<file path="src/rtl/imem_pkg.sv">
// Shared definitions for the instruction-memory boot loader, the memory and the bench.
package imem_pkg;

  localparam int unsigned IMEM_DEPTH = 1024;
  localparam int unsigned IMEM_AW    = 10;

  typedef enum logic [2:0] {
    IDLE,
    LEN_LO,
    LEN_HI,
    DATA,
    FINISH,
    DONE,
    ERR
  } loader_state_t;

endpackage

</file>
<file path="src/rtl/byte_packer.sv">
// Assembles four little-endian bytes into a 32-bit word.
// o_word already includes the byte being pushed this cycle, so the caller can
// register the complete word on the same edge that accepts the 4th byte.
module byte_packer (
  input  logic        i_clk,
  input  logic        i_rst,
  input  logic        i_clr,
  input  logic        i_push,
  input  logic [7:0]  i_byte,
  output logic [31:0] o_word,
  output logic        o_full_pulse
);

  logic [31:0] r_word;
  logic [1:0]  r_idx;
  logic [31:0] w_word;

  // Merge the incoming byte into the partial word at the current byte lane.
  always_comb begin
    w_word = r_word;
    if (i_push) begin
      w_word[8*r_idx +: 8] = i_byte;
    end
  end

  assign o_word       = w_word;
  assign o_full_pulse = i_push && (r_idx == 2'd3);

  // Byte lane counter and partial word; cleared on reset, explicit clear and word completion.
  always_ff @(posedge i_clk) begin
    if (i_rst || i_clr) begin
      r_word <= '0;
      r_idx  <= '0;
    end else if (i_push) begin
      r_idx  <= r_idx + 2'd1;
      r_word <= (r_idx == 2'd3) ? '0 : w_word;
    end
  end

endmodule

</file>
<file path="src/rtl/imem_loader.sv">
// Boot-time loader: receives a length-prefixed little-endian word stream and
// writes it into instruction memory, holding the core until the image is complete.
module imem_loader
  import imem_pkg::*;
#(
  parameter int unsigned DEPTH   = IMEM_DEPTH,
  parameter int unsigned AW      = IMEM_AW,
  parameter int unsigned TIMEOUT = 65535
) (
  input  logic          i_clk,
  input  logic          i_rst,
  input  logic          i_start,
  input  logic          i_rx_valid,
  input  logic [7:0]    i_rx_data,
  output logic          o_rx_ready,
  output logic          o_we,
  output logic [AW-1:0] o_waddr,
  output logic [31:0]   o_wdata,
  output logic          o_core_hold,
  output logic          o_done,
  output logic          o_error
);

  localparam int unsigned TW = $clog2(TIMEOUT + 1);

  loader_state_t r_state, w_state_next;
  logic          r_rx_ready, w_rx_ready_next;
  logic          r_we, w_we_next;
  logic [AW-1:0] r_waddr, w_waddr_next;
  logic [31:0]   r_wdata, w_wdata_next;
  logic          r_core_hold, w_core_hold_next;
  logic          r_done, w_done_next;
  logic          r_error, w_error_next;
  logic [15:0]   r_len, w_len_next;
  logic [AW-1:0] r_word_idx, w_word_idx_next;
  logic [TW-1:0] r_timer, w_timer_next;

  logic          w_accept;
  logic          w_push;
  logic          w_clr;
  logic [31:0]   w_word;
  logic          w_full;
  logic [15:0]   w_len_full;
  logic          w_last_word;

  assign w_accept    = i_rx_valid && r_rx_ready;
  assign w_push      = w_accept && (r_state == DATA);
  assign w_len_full  = {i_rx_data, r_len[7:0]};
  assign w_last_word = (16'(r_word_idx) == (r_len - 16'd1));

  byte_packer u_packer (
    .i_clk       (i_clk),
    .i_rst       (i_rst),
    .i_clr       (w_clr),
    .i_push      (w_push),
    .i_byte      (i_rx_data),
    .o_word      (w_word),
    .o_full_pulse(w_full)
  );

  // Next-state and next-output logic; every output is registered from these.
  always_comb begin
    w_state_next     = r_state;
    w_we_next        = 1'b0;
    w_waddr_next     = r_waddr;
    w_wdata_next     = r_wdata;
    w_core_hold_next = r_core_hold;
    w_done_next      = r_done;
    w_error_next     = r_error;
    w_len_next       = r_len;
    w_word_idx_next  = r_word_idx;
    w_timer_next     = r_timer;
    w_clr            = 1'b0;

    unique case (r_state)
      IDLE, DONE, ERR: begin
        if (i_start) begin
          w_state_next     = LEN_LO;
          w_done_next      = 1'b0;
          w_error_next     = 1'b0;
          w_core_hold_next = 1'b1;
          w_timer_next     = '0;
          w_clr            = 1'b1;
        end
      end
      LEN_LO, LEN_HI, DATA: begin
        if (w_accept) begin
          w_timer_next = '0;
          if (r_state == LEN_LO) begin
            w_len_next   = {r_len[15:8], i_rx_data};
            w_state_next = LEN_HI;
          end else if (r_state == LEN_HI) begin
            w_len_next = w_len_full;
            if ((w_len_full == 16'd0) || (w_len_full > 16'(DEPTH))) begin
              w_state_next = ERR;
              w_error_next = 1'b1;
            end else begin
              w_state_next    = DATA;
              w_word_idx_next = '0;
              w_clr           = 1'b1;
            end
          end else if (w_full) begin
            w_we_next       = 1'b1;
            w_waddr_next    = r_word_idx;
            w_wdata_next    = w_word;
            w_word_idx_next = r_word_idx + 1'b1;
            if (w_last_word) begin
              w_state_next = FINISH;
            end
          end
        end else begin
          w_timer_next = r_timer + 1'b1;
          if (w_timer_next == TW'(TIMEOUT)) begin
            // Idle too long: abort and drop any partial word.
            w_state_next = ERR;
            w_error_next = 1'b1;
            w_clr        = 1'b1;
          end
        end
      end
      FINISH: begin
        w_state_next     = DONE;
        w_done_next      = 1'b1;
        w_core_hold_next = 1'b0;
      end
      default: begin
        w_state_next = IDLE;
      end
    endcase

    w_rx_ready_next = (w_state_next == LEN_LO) || (w_state_next == LEN_HI) ||
                      (w_state_next == DATA);
  end

  // State and output registers; synchronous reset also kills a pending write strobe.
  always_ff @(posedge i_clk) begin
    if (i_rst) begin
      r_state     <= IDLE;
      r_rx_ready  <= 1'b0;
      r_we        <= 1'b0;
      r_waddr     <= '0;
      r_wdata     <= '0;
      r_core_hold <= 1'b1;
      r_done      <= 1'b0;
      r_error     <= 1'b0;
      r_len       <= '0;
      r_word_idx  <= '0;
      r_timer     <= '0;
    end else begin
      r_state     <= w_state_next;
      r_rx_ready  <= w_rx_ready_next;
      r_we        <= w_we_next;
      r_waddr     <= w_waddr_next;
      r_wdata     <= w_wdata_next;
      r_core_hold <= w_core_hold_next;
      r_done      <= w_done_next;
      r_error     <= w_error_next;
      r_len       <= w_len_next;
      r_word_idx  <= w_word_idx_next;
      r_timer     <= w_timer_next;
    end
  end

  assign o_rx_ready  = r_rx_ready;
  assign o_we        = r_we;
  assign o_waddr     = r_waddr;
  assign o_wdata     = r_wdata;
  assign o_core_hold = r_core_hold;
  assign o_done      = r_done;
  assign o_error     = r_error;

endmodule
</file>
<file path="config.mk">
export PLATFORM = sky130hd
export DESIGN_NAME = imem_loader
export DESIGN_NICKNAME = d
export VERILOG_FILES = /design/src/rtl/imem_pkg.sv /design/src/rtl/byte_packer.sv /design/src/rtl/imem_loader.sv
export SDC_FILE = /design/constraint.sdc
export NUM_CORES = 1
export LEC_CHECK = 0
export ABC_CLOCK_PERIOD_IN_PS = 8600
export BUFFER_PORTS_ARGS = -buffer_cell sky130_fd_sc_hd__buf_4
export CORE_MARGIN = 4
export CORE_UTILIZATION = 40
export CTS_CLUSTER_SIZE = 24
export DETAILED_ROUTE_END_ITERATION = 7
export PLACE_DENSITY = 0.55
export SLEW_MARGIN = 20
export SYNTH_ARGS = -nofsm -noshare
export SYNTH_HDL_FRONTEND = slang
export SYNTH_SLANG_ARGS = --single-unit
</file>
<file path="constraint.sdc">
create_clock -name i_clk -period 8.6 [get_ports i_clk]
set_clock_uncertainty 0.15 [all_clocks]
set_input_delay 0 -clock i_clk [delete_from_list [all_inputs] [get_ports i_clk]]
set_output_delay 0 -clock i_clk [all_outputs]
set_load 0.02 [all_outputs]
</file>
==> key figures, run 1 <==
Worst hold path
  – Worst hold stages: 2
  – Hold Path Sink: r_timer[13]$_SDFFE_PP0P_
  – HP Start: i_rst
  – Hold/Removal Path Class: in2reg

Setup path
  – Crit. End Element: register
  – Worst R2R Path Depth: 8
  – CP Max Fanout: 32
  – Setup slack, reg-to-reg: 5330 ps
  – Critical register-to-register path startpoint: r_state[1]$_SDFF_PP0_
  – FF-to-FF End: u_packer.r_word[20]$_SDFFE_PP0P_
  – Startpoint Class: register
  – Worst EP arrival: 3470 ps
  – Required time worst endpoint: 8800 ps
  – WS Path Type: reg2reg

Outcome
  – Outcome: finished, violations left
  – Failing checks: negative hold slack

Drt
  – DRC: 0
  – ANT nets after route: 0
  – WL final: 15.9 mm
  – First drt pass iteration count: 6
  – Initial DRC Count: approximately 420
  – Vias/cell: 5.79
  – Wire length per cell: 17.2 um
  – Via count: 5355

Logic synthesis
  – Async SR Flop Fraction: 0%
  – Post-synth EDFFs: 0
  – Mapped Area: approximately 0.0058 mm2
  – YS warnings: 0
  – Synth Register Bits: 118
  – Mean Syn Cell Area: 8.35 um2
  – Syn Nets: 717
  – Cells after Synth: 696
  – Seq/Total Area, Yosys: around 40%
  – Library cells used by synthesis: 67
  – Primary FF master, synth: dfxtp_1

Floorplanning
  – Core area: around 0.014 mm2
  – IO Pins: 59
  – Die Ht: 129 um
  – Die width: between 100 and 150 um
  – # rows: 43
  – Initial Util: 41.4%
  – DIE AREA: 0.0165 mm2

Clock network
  – Max H-tree Level: 4
  – Clock Latency Late Sink: 420 ps
  – CTS Buf Count: 17
  – Clock slew at reported path FFs: about 60 ps
  – CTS tree: built
  – Clk sinks: 118
  – Clk buf depth: 2
  – Setup bufs post-CTS: 0
  – Clock Tree Root: clkbuf_16

Global route
  – Vias in the first global route: 5206
  – Gr ovfl total: 0
  – Pin count of the biggest net entering global routing: 77
  – Initial antenna violation count: 0
  – First-pass GRT wire length: approximately 26 mm
  – Total GRT Usage: 19.5%

Placed design
  – Post-DP HPWL: 10.7 mm
  – Port bufs: 58
  – GPL Wtd Cong: 0.883

Power
  – Pwr Density: 193 mW/mm2
  – Pwr Total: 0.00133 W
  – Peak VDD IR: between 0.1 and 0.15 mV
  – Leakage: 2.47 nW

Timing
  – Worst slew pin tran: roughly 1000 ps
  – Final Hold Vio Count: 3
  – Period utilisation layout: 38.0%
  – Final TNS setup: 0 ps
  – RSZ-0062 raised after global routing: no
  – Endpoints failing setup: 0
  – Worst slew margin: 31.6%
  – Hold_ws: -12.4 ps
  – Max Slew Vio Count: 0
  – FMAX: 0.306 GHz
  – Post-layout min period: 3270 ps

Final layout
  – Most frequent cells in the layout: dfxtp_1, nor2_1, buf_4
  – # diodes: 0
  – Fraction of layout instances using a drive strength above 1: between 10% and 20%
  – Fin nets: 753
  – Synth-to-layout area growth: 19.0%
  – Leading cell type in the layout, fill and taps excluded: dfxtp_1
  – Final core occ: approximately 49%

Run
  – Max-cap violations: 0
==> cell usage after synthesis (all sizes together) (4+ instances only) <==
cell type,number,area share [%]
dfxtp,118,41
and3,5,0.56
nand2,61,3.9
inv,15,0.97
nor3,22,1.9
mux2i,26,4.5
nand3,14,1.2
a211oi,7,0.90
clkbuf,47,3.6
a21oi,41,3.5
nand4,28,3.0
or2,6,0.65
xor2,13,2.0
a221oi,9,1.4
ha,9,1.9
a31oi,10,1.1
o21ai,19,1.8
nor2,116,7.5
a311oi,20,3.0
and4,4,0.60
nor3b,4,0.52
a22oi,18,2.3
xnor2,15,2.3
buf,7,0.88
nor4,8,1.1
a22o,8,1.2
==> through the flow <==
step / cell area (um2) / hold slack [ps] / worst slack, ps / std cells
finish: 6920 / -12.4 / 5330 / 925
floorplan: 5810 / -70.3 / 5640 / 696
global placement: 6250 / 181 / 5230 / 884
global route: 6920 / 38.2 / 5020 / 925
CTS: 6910 / 8.59 / 5070 / 925
detailed placement: 6250 / 178 / 5070 / 884
==> layer usage <==
layer  wire length (um)  vias up  global-route usage, %
met3                648       27                   3.94
li1                   -     2609                      -
met2               7930      143                   33.1
met1               7060     2576                   24.3
met5                  0        -                      0
met4                263        0                   7.41
==> kinds of logic (layout without fill, tap and decap cells) <==
logic type      after synthesis  in the layout  synth area share (%)
simple gates                289            289                  24.0
compound gates              157            157                  19.3
flops                       118            118                  40.6
buf+inv                      69            118                  5.42
xor+xnor                     28             28                  4.22
mux                          26             26                  4.48
fa+ha+maj                     9              9                  1.94
==> cell type report <==
class / count / area [um2]
fillers: 1360 / 7120
clock inverters: 11 / 100
well taps: 180 / 225
clock buffers: 21 / 470
repair buffers: 71 / 556
inverters: 15 / 56.3
multi-input cells: 509 / 3150
flip-flops and latches: 118 / 2360
==> sequential cells by signal, summed over array words and instances, names as in the netlist <==
register and flops:
o_wdata 32, u_packer.r_word 24, r_len 16, r_timer 16
o_waddr 10, r_word_idx 10, r_state 3, u_packer.r_idx 2
o_core_hold 1, o_done 1, o_error 1, o_rx_ready 1
o_we 1
==> worst max-delay path, cell delays in order, from the launching register on <==
cell	delay [ps]
dfxtp_1	700
nand2_1	180
nor2_2	140
buf_4	360
nand2_1	300
nor4b_2	700
and2_1	410
a22oi_1	120
nor2_1	120
==> worst max-delay path by stage <==
| stage | slack (ps) | end | startpoint | cells after the start |
|---|---|---|---|---|
| final | 5330 | u_packer.r_word[20]$_SDFFE_PP0P_ | r_state[1]$_SDFF_PP0_ | 8 |
| after global routing | 5020 | u_packer.r_word[20]$_SDFFE_PP0P_ | r_state[1]$_SDFF_PP0_ | 8 |
| after CTS | 5070 | u_packer.r_word[0]$_SDFFE_PP0P_ | r_len[0]$_SDFFE_PP0P_ | 9 |
| after floorplan | 5640 | r_word_idx[7]$_SDFFE_PP0P_ | r_len[0]$_SDFFE_PP0P_ | 12 |
| after detailed placement | 5070 | u_packer.r_word[0]$_SDFFE_PP0P_ | r_len[0]$_SDFFE_PP0P_ | 9 |
| after global placement | 5230 | u_packer.r_word[5]$_SDFFE_PP0P_ | r_len[0]$_SDFFE_PP0P_ | 9 |
==> what timing repair did <==
item / 4_1_cts / 5_1_grt
resized for setup: 0 / 0
setup endpoints to repair: 0 / 0
hold endpoints to repair: 67 / 0
hold buffers: 9 / 0
==> power breakdown <==
group / internal, W / switching (W) / leakage [nW]
Sequential: 0.000551 / 0.00000813 / 0.951
Combinational: 0.0000318 / 0.0000594 / 1.25
Clock: 0.000419 / 0.000263 / 0.267
Total: 0.00100 / 0.000331 / 2.47
Note: power is estimated with default switching activity, not from simulation.
==> run 2: changes to the inputs <==
Settings changed: ABC_CLOCK_PERIOD_IN_PS 8600 to 3000, PLACE_DENSITY 0.55 to 0.57.
Clock period 8.6 ns to 3 ns, I/O delays scaled along.
==> key figures, run 2 (synthesized netlist as in run 1, its figures left out) <==
Final layout
  – Fraction of layout instances using a drive strength above 1: 17.9% (+2.3 points)
  – Most frequent cells in the layout: dfxtp_1, nor2_1, buf_4
  – Post-route insts no fill: 945 (+2.2%)
  – Fin nets: 773 (+2.7%)
  – Leading cell type in the layout, fill and taps excluded: dfxtp_1
  – Final core occ: 50.8% (+1.5 points)
  – Fillers: 1346 (-1.0%)
  – # diodes: 0 (unchanged)
  – Synth-to-layout area growth: 22.6%
  – Max reg flops: 32 (unchanged)

Drt
  – ANT nets after route: 0 (unchanged)
  – Vias/cell: 5.74 (-0.89%)
  – Top layer in use: met4
  – Initial DRC Count: 469 (+12%)
  – WL final: 16.0 mm (+0.79%)
  – Wl on met1: 7.47 mm (+5.7%)
  – Wire length per cell: 17.0 um (-1.3%)
  – DR WL met3: 734 um (+13%)
  – Via count: 5422 (+1.3%)
  – First drt pass iteration count: 5 (-1)
  – DRC: 0 (unchanged)
  – Met2 Wirelength: 7.58 mm (-4.5%)

Timing
  – Max Slew Vio Count: 0 (unchanged)
  – Worst slew margin: 56.0% (+24 points)
  – Worst slew pin tran: 654 ps (-369 ps)
  – FMAX: 0.350 GHz (+14%)
  – Post-layout min period: 2860 ps (-409 ps)
  – Final Hold Vio Count: 0 (-3)
  – Endpoints failing setup: 0 (unchanged)
  – Period utilisation layout: 95.2% (+57 points)
  – Post-route setup slack: 143 ps (-5190 ps)
  – RSZ-0062 raised after global routing: no
  – Final TNS setup: 0 ps (unchanged)
  – Hold_ws: 301 ps (+313 ps)

Power
  – Switching Share: 23.6% (-1.2 points)
  – Logic pwr share: 7.3% (+0.5 points)
  – Peak VDD IR: 0.406 mV (+190%)
  – Leakage: 2.59 nW (+5.0%)
  – Pwr Density: 546 mW/mm2 (+180%)
  – NetSw: 0.000920 W (+180%)
  – Int Pwr: 0.00297 W (+200%)
  – Clock share of power: 51.6% (+0.4 points)
  – Flop pwr share: 41.1% (-0.9 points)

Setup path
  – Startpoint Class: register
  – Required time worst endpoint: 3160 ps (-5640 ps)
  – CP Max Fanout: 7 (-78%)
  – Worst R2R Path Depth: 8 (unchanged)
  – Crit. End Element: register
  – WS Path Type: reg2reg
  – Worst EP arrival: 3020 ps (-450 ps)

Clock network
  – Max H-tree Level: 4 (unchanged)
  – Clk buf depth: 2 (unchanged)
  – Clk sinks: 118 (unchanged)
  – CTS tree: built
  – Clock slew at reported path FFs: 60 ps (about the same)
  – Clock Latency Late Sink: 420 ps (about the same)
  – CTS Buf Count: 17 (unchanged)
  – Clock Tree Root: clkbuf_16

Floorplanning
  – # rows: 43 (unchanged)
  – DIE AREA: 0.0165 mm2 (unchanged)
  – IO Pins: 59 (unchanged)
  – Core area: 0.0140 mm2 (unchanged)
  – Die Ht: 129 um (unchanged)
  – Initial Util: 41.4% (unchanged)
  – Die width: 129 um (unchanged)

Placed design
  – Placement Setup Slack: 122 ps (-4950 ps)
  – GPL Wtd Cong: 0.942 (+6.7%)
  – Inst Count DP: 902 (+2.0%)
  – Post-DP HPWL: 11.0 mm (+3.1%)
  – Port bufs: 58 (unchanged)

Global route
  – Total GRT Usage: 19.8% (+0.37 points)
  – Pin count of the biggest net entering global routing: 52 (-32%)
  – Vias in the first global route: 5176 (-0.58%)
  – First-pass GRT wire length: 26.3 mm (+1.0%)
  – Gr ovfl total: 0 (unchanged)
  – Initial antenna violation count: 0 (unchanged)

Run
  – Max-cap violations: 0 (unchanged)

Outcome
  – Outcome: completed

Worst hold path
  – Worst hold stages: 3 (+1)
  – Hold/Removal Path Class: in2reg
[run 2: layout make-up]
type	count	area [um2]	share of cell area, %
Clock buffer	21	470	6.60
Clock inverter	11	125	1.76
Inverter	15	56.3	0.790
Multi-Input combinational cell	509	3170	44.4
Sequential cell	118	2360	33.1
Tap cell	180	225	3.16
Timing Repair Buffer	91	723	10.1
[run 2: worst paths after layout]
check                     startpoint                  endpoint  slack [ps]
max            r_len[2]$_SDFFE_PP0P_     o_rx_ready$_SDFF_PP0_         140
min                     i_rx_data[7]  o_wdata[31]$_SDFFE_PP0P_         300
max reg2reg    r_len[2]$_SDFFE_PP0P_     o_rx_ready$_SDFF_PP0_         140
min reg2reg  o_waddr[5]$_SDFFE_PP0P_   o_waddr[5]$_SDFFE_PP0P_         300
[run 2: routing by layer]
metal	global-route usage, %	up-vias
met5	0	-
met4	7.04	0
met3	4.52	17
met2	31.9	140
met1	26.3	2624
li1	-	2641
[run 2: stage by stage]
step / total power [W] / instance area [um2]
2_1_floorplan: 0.00182 / 5810
3_3_place_gp: 0.00190 / 6400
3_5_place_dp: 0.00190 / 6400
4_1_cts: 0.00393 / 7110
5_1_grt: 0.00403 / 7130
6_report: 0.00389 / 7130
[run 2: power by group through the flow]
stage	clock network, W	logic, W	registers (W)
after floorplan	0	0.000191	0.00163
after global placement	0	0.000266	0.00163
after detailed placement	0	0.000268	0.00163
after CTS	0.00204	0.000281	0.00160
after global routing	0.00211	0.000312	0.00160
final	0.00201	0.000283	0.00160
[run 2: what timing repair did]
| action | CTS | global route |
|---|---|---|
| hold buffers | 11 | 0 |
| setup buffers | 0 | 0 |
| gates resized for setup | 0 | 4 |
| setup endpoints to repair | 0 | 33 |
| endpoints found under the hold margin | 87 | 0 |
[run 2: worst max-delay path, cell delays in order (launching register included)]
cell	delay [ps]
dfxtp_1	370
or4_4	630
nor4_4	280
xnor2_1	130
a2111oi_4	330
o2111ai_2	230
o2bb2ai_1	190
a32o_1	220
o211a_1	210
==> run 3: changes to the inputs <==
--- a/config.mk
+++ b/config.mk
@@ -13,5 +13,4 @@
 export DETAILED_ROUTE_END_ITERATION = 7
 export PLACE_DENSITY = 0.57
-export SLEW_MARGIN = 20
 export SYNTH_ARGS = -nofsm -noshare
 export SYNTH_HDL_FRONTEND = slang
==> constraint.sdc (replaced) <==
create_clock -name i_clk -period 3 [get_ports i_clk]
set_clock_uncertainty 0.15 [all_clocks]
set_input_delay 0.6 -clock i_clk [delete_from_list [all_inputs] [get_ports i_clk]]
set_output_delay 0.6 -clock i_clk [all_outputs]
set_load 0.02 [all_outputs]
==> key figures, run 3 (synthesized netlist as in run 1, its figures left out) <==
Outcome
  – Outcome: completed

Global route
  – Pin count of the biggest net entering global routing: 52 (unchanged)
  – Vias in the first global route: 5021 (-3.0%)
  – Total GRT Usage: 19.3% (-0.52 points)
  – Gr ovfl total: 0 (unchanged)
  – First-pass GRT wire length: 25.5 mm (-2.9%)
  – Initial antenna violation count: 0 (unchanged)

Drt
  – Via count: 5328 (-1.7%)
  – DRC: 0 (unchanged)
  – Top layer in use: met4
  – DR WL met3: 832 um (+13%)
  – ANT nets after route: 0 (unchanged)
  – Vias/cell: 5.68 (-1.0%)
  – WL final: 15.8 mm (-1.6%)
  – Initial DRC Count: 367 (-22%)
  – Wl on met1: 7.08 mm (-5.2%)
  – First drt pass iteration count: 5 (unchanged)
  – Met2 Wirelength: 7.66 mm (+1.1%)
  – Wire length per cell: 16.8 um (-0.87%)

Setup path
  – Required time worst endpoint: 3160 ps (about the same)
  – FF-to-FF End: o_rx_ready$_SDFF_PP0_
  – CP Max Fanout: 7 (unchanged)
  – Worst R2R Path Depth: 8 (unchanged)
  – Critical register-to-register path startpoint: r_len[2]$_SDFFE_PP0P_
  – Setup slack, reg-to-reg: 190 ps (+40 ps)
  – Worst EP arrival: 2970 ps (-50 ps)
  – WS Path Type: reg2reg
  – Startpoint Class: register
  – Crit. End Element: register

Timing
  – Worst slew margin: 61.1% (+5.1 points)
  – Period utilisation layout: 93.8% (-1.4 points)
  – Endpoints failing setup: 0 (unchanged)
  – Final Hold Vio Count: 0 (unchanged)
  – Post-layout min period: 2810 ps (-43.3 ps)
  – FMAX: 0.355 GHz (+1.5%)
  – Max Slew Vio Count: 0 (unchanged)
  – Final TNS setup: 0 ps (unchanged)
  – RSZ-0062 raised after global routing: no
  – Worst slew pin tran: 579 ps (-75.0 ps)

Worst hold path
  – HP Start: o_waddr[5]$_SDFFE_PP0P_
  – Hold Path Sink: o_waddr[5]$_SDFFE_PP0P_
  – Hold/Removal Path Class: reg2reg
  – Worst hold stages: 2 (-1)

Floorplanning
  – # rows: 43 (unchanged)
  – DIE AREA: 0.0165 mm2 (unchanged)
  – Die width: 129 um (unchanged)
  – Core area: 0.0140 mm2 (unchanged)
  – Die Ht: 129 um (unchanged)
  – Initial Util: 41.4% (unchanged)
  – IO Pins: 59 (unchanged)

Final layout
  – Fraction of layout instances using a drive strength above 1: 18.2% (+0.30 points)
  – Final core occ: 49.7% (-1.0 points)
  – # diodes: 0 (unchanged)
  – Synth-to-layout area growth: 20.1%
  – Leading cell type in the layout, fill and taps excluded: dfxtp_1
  – Fin nets: 766 (-0.91%)
  – Most frequent cells in the layout: dfxtp_1, nor2_1, buf_4
  – Max reg flops: 32 (unchanged)

Clock network
  – Clock Latency Late Sink: 420 ps (about the same)
  – CTS Buf Count: 17 (unchanged)
  – Clock slew at reported path FFs: 60 ps (about the same)
  – CTS tree: built
  – Clk buf depth: 2 (unchanged)
  – Clock Tree Root: clkbuf_16
  – Clk sinks: 118 (unchanged)
  – Max H-tree Level: 4 (unchanged)

Power
  – Leakage: 2.53 nW (-2.4%)
  – Peak VDD IR: 0.394 mV (-2.9%)
  – Pwr Density: 527 mW/mm2 (-3.5%)

Placed design
  – GPL Wtd Cong: 0.937 (-0.56%)
  – Port bufs: 58 (unchanged)
  – Post-DP HPWL: 11.1 mm (+0.83%)

Run
  – Max-cap violations: 0 (unchanged)
==> run 3: worst max-delay path: stages, from the launching register on <==
cell and delay (ps):
dfxtp_1 370, or4_4 610, nor4_4 270, xnor2_2 110, a2111oi_4 330, o2111ai_2 220, o2bb2ai_1 190, a32o_1 230
o211a_1 220
==> run 3: timing repair <==
item                                    in CTS  in global routing
buffers inserted                             0                  1
resized for setup                            0                  5
endpoints found under the setup margin       0                 35
hold buffers                                 0                  0
==> run 3: cell type report <==
cell class,instances,area [um2]
clock buffers,24,472
clock inverters,8,51.3
repair buffers,84,643
flip-flops and latches,118,2360
fillers,1348,7060
multi-input cells,509,3170
well taps,180,225
inverters,15,56.3
==> run 3: per-layer routing <==
| metal | track usage, % | up-vias |
|---|---|---|
| li1 | - | 2631 |
| met1 | 24.9 | 2543 |
| met2 | 31.6 | 134 |
| met3 | 5.23 | 20 |
| met4 | 6.05 | 0 |
| met5 | 0 | - |
==> run 3: worst max path at each step <==
stage	start	slack, ps	to	cells past startpoint
floorplan	r_len[0]$_SDFFE_PP0P_	40	r_word_idx[7]$_SDFFE_PP0P_	12
global placement	r_len[1]$_SDFFE_PP0P_	220	o_rx_ready$_SDFF_PP0_	10
detailed placement	r_len[1]$_SDFFE_PP0P_	150	o_rx_ready$_SDFF_PP0_	10
CTS	r_len[1]$_SDFFE_PP0P_	140	o_rx_ready$_SDFF_PP0_	10
global route	r_len[2]$_SDFFE_PP0P_	2	o_rx_ready$_SDFF_PP0_	8
finish	r_len[2]$_SDFFE_PP0P_	190	o_rx_ready$_SDFF_PP0_	8
==> run 3: where the power goes <==
group	internal [W]	switching, W	total, W
sequential	0.00158	0.0000212	0.00160
clock	0.00109	0.000717	0.00181
combinational	0.0000999	0.000172	0.000272
==> run 3: stage by stage <==
step / worst slack (ps) / std cells / total power, W / hold WS [ps] / instance area, um2
2_1_floorplan: 39.7 / 696 / 0.00182 / 298 / 5810
3_3_place_gp: 217 / 905 / 0.00190 / 293 / 6420
3_5_place_dp: 153 / 905 / 0.00190 / 300 / 6420
4_1_cts: 143 / 937 / 0.00370 / 307 / 6950
5_1_grt: 2.04 / 938 / 0.00381 / 320 / 6980
6_report: 186 / 938 / 0.00368 / 305 / 6980
